==> src/rtl/sobel_window_reader.sv <==
// Raster-scan read master for the greyscale frame buffer: fetches 3x3 windows and streams Sobel magnitudes.
// Build option SOBEL_THRESHOLD_EN: output a binary edge map (mag >= THRESH) instead of saturated magnitude.
module sobel_window_reader #(
    parameter int          WIDTH   = 768,
    parameter int          HEIGHT  = 512,
    parameter int          COORD_W = 11,
    parameter logic [7:0]  THRESH  = 8'd100
) (
    input  logic               CAMERA_CLK,
    input  logic               HRESETn,
    input  logic               start,
    output logic               readWrite,
    output logic [COORD_W-1:0] coordinate_X,
    output logic [COORD_W-1:0] coordinate_Y,
    input  logic [7:0]         ul,
    input  logic [7:0]         uc,
    input  logic [7:0]         ur,
    input  logic [7:0]         ml,
    input  logic [7:0]         mc,
    input  logic [7:0]         mr,
    input  logic [7:0]         dl,
    input  logic [7:0]         dc,
    input  logic [7:0]         dr,
    input  logic [COORD_W-1:0] outX,
    input  logic [COORD_W-1:0] outY,
    output logic               pix_valid,
    input  logic               pix_ready,
    output logic [7:0]         pix_data,
    output logic [COORD_W-1:0] pix_x,
    output logic [COORD_W-1:0] pix_y,
    output logic               busy,
    output logic               frame_done,
    output logic               align_err,
    output logic [2:0]         dbg_state
);

    // Output stream: a pixel transfers on a rising edge where pix_valid && pix_ready;
    // pix_data/pix_x/pix_y are held while pix_valid is high and pix_ready is low.
    typedef enum logic [2:0] {
        S_IDLE    = 3'd0,
        S_ISSUE   = 3'd1,
        S_CAPTURE = 3'd2,
        S_COMPUTE = 3'd3,
        S_OUTPUT  = 3'd4,
        S_BORDER  = 3'd5,
        S_DONE    = 3'd6
    } state_t;

    localparam logic [COORD_W-1:0] LAST_COL = COORD_W'(WIDTH - 1);
    localparam logic [COORD_W-1:0] LAST_ROW = COORD_W'(HEIGHT - 1);

    state_t             state, state_n;
    logic [COORD_W-1:0] row, col;
    logic [COORD_W-1:0] nxt_row, nxt_col;
    logic               last_col, last_pix, nxt_border;
    logic [7:0]         w_ul, w_uc, w_ur, w_ml, w_mr, w_dl, w_dc, w_dr;
    logic [10:0]        gx_pos, gx_neg, gy_pos, gy_neg, gx, gy, abs_x, abs_y, mag;
    logic [7:0]         edge_val;

    // The center tap contributes to neither kernel.
    logic [7:0] unused_center;
    assign unused_center = mc;

    assign dbg_state = state;

    always_comb begin
        last_col   = (col == LAST_COL);
        last_pix   = last_col && (row == LAST_ROW);
        nxt_col    = last_col ? '0 : col + COORD_W'(1);
        nxt_row    = last_col ? row + COORD_W'(1) : row;
        nxt_border = (nxt_row == '0) || (nxt_row == LAST_ROW) ||
                     (nxt_col == '0) || (nxt_col == LAST_COL);
    end

    always_ff @(posedge CAMERA_CLK) begin
        if (!HRESETn) state <= S_IDLE;
        else          state <= state_n;
    end

    always_comb begin
        state_n    = state;
        pix_valid  = 1'b0;
        busy       = 1'b1;
        readWrite  = 1'b0;
        frame_done = 1'b0;
        case (state)
            S_IDLE: begin
                busy      = 1'b0;
                readWrite = 1'b1;
                if (start) state_n = S_BORDER;
            end
            S_ISSUE:   state_n = S_CAPTURE;
            S_CAPTURE: state_n = S_COMPUTE;
            S_COMPUTE: state_n = S_OUTPUT;
            S_BORDER:  state_n = S_OUTPUT;
            S_OUTPUT: begin
                pix_valid = 1'b1;
                if (pix_ready) begin
                    if (last_pix)        state_n = S_DONE;
                    else if (nxt_border) state_n = S_BORDER;
                    else                 state_n = S_ISSUE;
                end
            end
            S_DONE: begin
                busy       = 1'b0;
                readWrite  = 1'b1;
                frame_done = 1'b1;
                state_n    = S_IDLE;
            end
            default: state_n = S_IDLE;
        endcase
    end

    // Differences are formed in 11-bit two's complement; the true range (+/-1020) never wraps.
    always_comb begin
        gx_pos = {3'b0, w_ur} + {2'b0, w_mr, 1'b0} + {3'b0, w_dr};
        gx_neg = {3'b0, w_ul} + {2'b0, w_ml, 1'b0} + {3'b0, w_dl};
        gy_pos = {3'b0, w_dl} + {2'b0, w_dc, 1'b0} + {3'b0, w_dr};
        gy_neg = {3'b0, w_ul} + {2'b0, w_uc, 1'b0} + {3'b0, w_ur};
        gx     = gx_pos - gx_neg;
        gy     = gy_pos - gy_neg;
        abs_x  = gx[10] ? (11'd0 - gx) : gx;
        abs_y  = gy[10] ? (11'd0 - gy) : gy;
        mag    = abs_x + abs_y;
`ifdef SOBEL_THRESHOLD_EN
        edge_val = (mag >= {3'b0, THRESH}) ? 8'hFF : 8'h00;
`else
        edge_val = (mag > 11'd255) ? 8'hFF : mag[7:0];
`endif
    end

`ifndef SOBEL_THRESHOLD_EN
    logic [7:0] unused_thresh;
    assign unused_thresh = THRESH;
`endif

    always_ff @(posedge CAMERA_CLK) begin
        if (!HRESETn) begin
            row          <= '0;
            col          <= '0;
            coordinate_X <= '0;
            coordinate_Y <= '0;
            pix_data     <= 8'h00;
            pix_x        <= '0;
            pix_y        <= '0;
            align_err    <= 1'b0;
            w_ul <= 8'h00; w_uc <= 8'h00; w_ur <= 8'h00; w_ml <= 8'h00;
            w_mr <= 8'h00; w_dl <= 8'h00; w_dc <= 8'h00; w_dr <= 8'h00;
        end else begin
            case (state)
                S_IDLE: begin
                    if (start) begin
                        row <= '0;
                        col <= '0;
                    end
                end
                S_CAPTURE: begin
                    w_ul <= ul; w_uc <= uc; w_ur <= ur; w_ml <= ml;
                    w_mr <= mr; w_dl <= dl; w_dc <= dc; w_dr <= dr;
                    if ((outX != row) || (outY != col)) align_err <= 1'b1;
                end
                S_COMPUTE: begin
                    pix_data <= edge_val;
                    pix_x    <= row;
                    pix_y    <= col;
                end
                S_BORDER: begin
                    pix_data <= 8'h00;
                    pix_x    <= row;
                    pix_y    <= col;
                end
                S_OUTPUT: begin
                    // Coordinates move only when an interior window is about to be requested.
                    if (pix_ready && !last_pix) begin
                        row <= nxt_row;
                        col <= nxt_col;
                        if (!nxt_border) begin
                            coordinate_X <= nxt_row;
                            coordinate_Y <= nxt_col;
                        end
                    end
                end
                default: ;
            endcase
        end
    end

endmodule

==> config.mk <==
export PLATFORM = sky130hd
export DESIGN_NAME = sobel_window_reader
export DESIGN_NICKNAME = d
export VERILOG_FILES = /design/src/rtl/sobel_window_reader.sv
export SDC_FILE = /design/constraint.sdc
export NUM_CORES = 1
export LEC_CHECK = 0
export ABC_AREA = 1
export CAP_MARGIN = 15
export CORE_UTILIZATION = 59
export DETAILED_ROUTE_END_ITERATION = 10
export PLACE_DENSITY = 0.95
export RECOVER_POWER = 50
export SYNTH_ARGS = -nofsm -noshare
export SYNTH_HDL_FRONTEND = slang
export SYNTH_SLANG_ARGS = --single-unit
==> constraint.sdc <==
create_clock -name CAMERA_CLK -period 11.8 [get_ports CAMERA_CLK]
set_clock_uncertainty 0.1 [all_clocks]
set_input_delay 1.77 -clock CAMERA_CLK [delete_from_list [all_inputs] [get_ports CAMERA_CLK]]
set_output_delay 1.77 -clock CAMERA_CLK [all_outputs]
set_load 0.05 [all_outputs]
## Word level (Yosys, flattened, before mapping)

Cells that the tools add are included.

| cells by class | value |
|---|---|
| add/sub/neg operators | 15 |
| order comparisons | 1 |
| eq/ne operators | 15 |
| mux-type cells | 20 |
| bitwise gates (word level) | 1 |
| reductions and logical operators | 18 |

Operators by type and width:

| operator | count |
|---|---|
| two-way mux 11 bit | 7 |
| adder 10 x 8 -> 11 bit | 4 |
| case mux 11 bit (2 select lines) | 2 |
| adder 8 x 9 -> 10 bit | 4 |
| adder 11 x 1 -> 11 bit, second input constant | 2 |
| equality test 11 x 10 -> 1 bit, second input constant | 2 |
| equality test 11 x 9 -> 1 bit, second input constant | 2 |
| logical NOT 11 bit | 2 |
| inequality test 11 bit | 2 |
| subtractor 1 x 11 -> 11 bit, first input constant | 2 |
| subtractor 11 bit | 2 |
| case mux 8 bit (2 select lines) | 1 |
| case mux 3 bit (5 select lines) | 1 |
| two-way mux 3 bit | 4 |
| adder 11 bit | 1 |
| greater-than comparator 11 x 8 -> 1 bit, second input constant | 1 |
| equality test 3 bit, second input constant | 3 |
| two-way mux 8 bit | 1 |
| equality test 3 x 2 -> 1 bit, second input constant | 2 |
| inequality test 2 bit, second input constant | 3 |
| AND reduction 3 bit | 2 |
| logical OR 1 bit | 4 |
| two-way mux 1 bit | 4 |
| AND reduction 2 bit | 2 |
| other kinds (7) | 10 |

| storage, ports and cells | value |
|---|---|
| bits in registers | 142 |
| input bits | 98 |
| output and inout bits | 60 |
| logic and storage cells | 87 |

## Logic depth before layout (Yosys ltp)

| logic depth | value |
|---|---|
| depth in word-level cells | 10 |
| gate-level depth with buffers | 29 |

## Least setup slack after synthesis

Ideal clock, no wire load.

| path | value |
|---|---|
| path kind | reg-to-reg |
| from | register w_ul[3] |
| to | register pix_data[2] |
| arrival time | 4.816 ns |
| slack | 6.752 ns |
| cell stages (with the launch flop) | 26 |
| path buffers | 1 |
| clock period less this slack | 5.048 ns |
| cells stage by stage | dfxtp_1 > inv_1 > fa_1 > fa_1 > inv_1 > fa_1 > inv_1 > ha_1 > clkbuf_1 > nand2_1 > nand2_1 > nand2_1 > nand2_1 > nand2_1 > nand3_1 > inv_1 > nand2_1 > o21ai_0 > fa_1 > a31o_2 > nand2_1 > nand3_1 > a21oi_1 > nand4_1 > nand2_1 > a21oi_1 |

| between the ends | value |
|---|---|
| cells in the longest elaborated chain, start to end | 9 |
| elaborated cells between the ends (all ways) | 14 |

RTL lines:

| element | RTL line | text |
|---|---|---|
| from (decl) | 56 | `logic [7:0] w_ul, w_uc, w_ur, w_ml, w_mr, w_dl, w_dc, w_dr;` |
| from (signal assigned) | 158 | `w_ul <= ul; w_uc <= uc; w_ur <= ur; w_ml <= ml;` |
| adder 8 x 9 -> 10 bit, on equally long branches | 117, 119 |  |
| adder 10 x 8 -> 11 bit, on equally long branches | 117, 119 |  |
| subtractor 11 bit, on equally long branches | 120, 121 |  |
| subtractor 1 x 11 -> 11 bit, on equally long branches | 122, 123 |  |
| two-way mux 11 bit, on equally long branches | 122, 123 |  |
| adder 11 bit (*) | 124 | `mag = abs_x + abs_y;` |
| greater-than comparator 11 x 8 -> 1 bit | 128 | `edge_val = (mag > 11'd255) ? 8'hFF : mag[7:0];` |
| two-way mux 8 bit (*) | 128 |  |
| case mux 8 bit (2 select lines) (*) | 150 | `case (state)` |
| to (signal assigned) | 163 | `pix_data <= edge_val;` |
| to (decl) | 28 | `output logic [7:0] pix_data,` |

Every way passes the cells marked *; elsewhere a longest branch is shown, timed or not.
A chain may end at the register's enable or synchronous reset.

==> run metrics <==
first-iteration detailed-routing DRC count 746; Netlist cell types 40; Mapped Nets 1560; area growth from synthesis to layout 22.2%; failing checks max-capacitance violations, max-slew violations; final net count 1685; initial antenna violation count 0; H-tree lvl count 4; CTS-repair resized insts 0; Startpoint Class primary input; Tightest Pin Transition 3.90 ns; Yosys Warn Count 0; grt total ovfl 0; Post-CTS Setup Repair Bufs 0; Most Crowded Layer GR met2; CTS tree done; GRT met1 Usage 39.8%; Critical-path top delay cell clkbuf_1; largest net degree at the start of global routing 112; Initial Util 60.9%; Antenna diodes 0; sequential-to-total area share from yosys stat 29.3%; CTS Hold Bufs 0; status complete, but fails checks; # setup viols final 0; sink count of the clock tree 142; die width ~130 um; Max Clk Rate 0.141 GHz; WL final approximately 27 mm; Synth Cell Area about 9700 um2; Fin Setup TNS 0 ns; Fin Hold WS 0.362 ns; Crit path largest cell delay 2.73 ns; Req. time, crit path 12.02 ns; critical path class in2reg; Detail Placement HPWL about 19 mm; Clock Latency Late Sink 0.43 ns; CTS Buf Count 17; Ports 158; Final Hold Vio Count 0; die area 17000 um2; ANT nets after route 0; CP Data Arrival Time 7.29 ns; Rows 46; Routed WL per cell 15.5 um; number of synthesized flops with an enable pin 0; met2 global-route usage 57.2%; GRT met3 Usage 6.89%; number of global-route vias before repair 9239; Final min period 7.07 ns; RSZ-0062 raised after global routing no; routability-driven placement congestion ratio 0.885; CP endpoint kind flop; DRT Pass-1 Iters 5; global-route wire length before repair about 43 mm; overall routing resource usage 33.0%; Slew Limit Fails 108; PortBufs around 150; slew margin rel. -160%; Synth Register Bits 142; CTS root buffer clkbuf_16; maxcap violations 1; CTS max path bufs 2; Final Cycle Share 59.9%; crit-path max FO 107; Mean Syn Cell Area 7.14 um2; Synth Instances 1360; Residual DRC 0; worst-path cell chain buf_2 > clkbuf_1 > inv_1 > a211oi_1 > nand2_1 > o21ai_0; Main synth FF type dfxtp_1; Worst-path clk slew roughly 0.060 ns; Async SR Flop Fraction 0%; share of cells above drive strength 1 4.54%; post-DR vias/cell 5.42; Die H 130 um; vias after detailed routing just over 9000; Core ar. 15900 um2; Worst Hold Class reg2reg
## cells in the mapped netlist, types with 25 or more instances
cell | number | area share, %
nand2_1 | 259 | 10
nor2_1 | 147 | 5.7
fa_1 | 63 | 13
inv_1 | 248 | 9.6
nand3_1 | 55 | 2.8
a21oi_1 | 107 | 5.5
dfxtp_1 | 142 | 29
ha_1 | 39 | 5.0
xor2_1 | 34 | 3.1
o21ai_0 | 99 | 5.1
nand4_1 | 25 | 1.6
clkbuf_1 | 36 | 1.4
## worst max-delay path, delay by kind of cell
kind            cells  cell delay, ns
simple gates        1            0.10
compound gates      2            0.70
buf+inv             3            4.68
## cells by family after synthesis
group	count (synthesis)	share of synthesized area (%)
buffers and inverters	304	12.2
adder cells (fa/ha/maj)	102	18.0
AND/OR/NAND/NOR	524	23.0
XOR/XNOR	49	4.42
AO/OA/AOI/OAI	239	13.1
flip-flops	142	29.3
## layer usage
layer,share of wire [%],vias up
li1,-,4502
met1,41,4343
met2,49,363
met3,6.8,86
met4,3.7,0
met5,0,-
## cells in the final DEF (no fill, tap or decap), types with 5 or more instances in the layout
master / instances
nand2_1: 259
inv_1: 248
nor2_1: 147
dfxtp_1: 142
clkdlybuf4s50_1: 140
a21oi_1: 107
o21ai_0: 99
fa_1: 63
nand3_1: 55
ha_1: 39
xor2_1: 34
nand4_1: 25
clkbuf_16: 17
xnor2_1: 15
nor3_1: 14
or2_2: 9
inv_2: 8
dlygate4sd3_1: 8
o21bai_1: 7
a211oi_1: 5
inv_6: 5
## area by class of cell
type                       count  area [um2]
multi-input combinational    914        5680
inverter                     256         961
sequential                   142        2840
tap                          216         270
timing repair buffer         154        1520
fill                        1151        4090
clock buffer                  18         439
clock inverter                14         146
## path summary, 6_finish.rpt
path / startpoint / to / slack, ns / depth (start not counted)
worst max-delay path: HRESETn / dbg_state[2]$_SDFFE_PN0P_ / 4.73 / 6
worst min-delay path: pix_data[3]$_SDFFE_PN0P_ / pix_data[3]$_SDFFE_PN0P_ / 0.36 / 2
worst max register to register: w_dl[6]$_SDFFE_PN0P_ / pix_data[2]$_SDFFE_PN0P_ / 5.94 / 25
worst min register to register: pix_data[3]$_SDFFE_PN0P_ / pix_data[3]$_SDFFE_PN0P_ / 0.36 / 2
## flip-flops by register name, summed over array words and instances (netlist names)
name and cells:
dbg_state 3, w_dc 8, col 11, pix_y 11, pix_data 8, w_uc 8, w_mr 8, w_ul 8
coordinate_X 11, w_ur 8, align_err 1, pix_x 11, row 11, coordinate_Y 11, w_dr 8, w_ml 8
w_dl 8
## metrics by stage
step                setup WS (ns)  cells  area, um2  utilization, %
finish                       4.73   1714      11900            74.4
global route                 3.98   1714      11900            74.4
CTS                          6.07   1714      11900            74.4
detailed placement           6.14   1682      11300            70.7
global placement             6.25   1682      11300            70.7
floorplan                    6.75   1360       9700               -
Power is not shown: default switching activity piles up to over one toggle a cycle in this logic, so the estimate is an artifact.
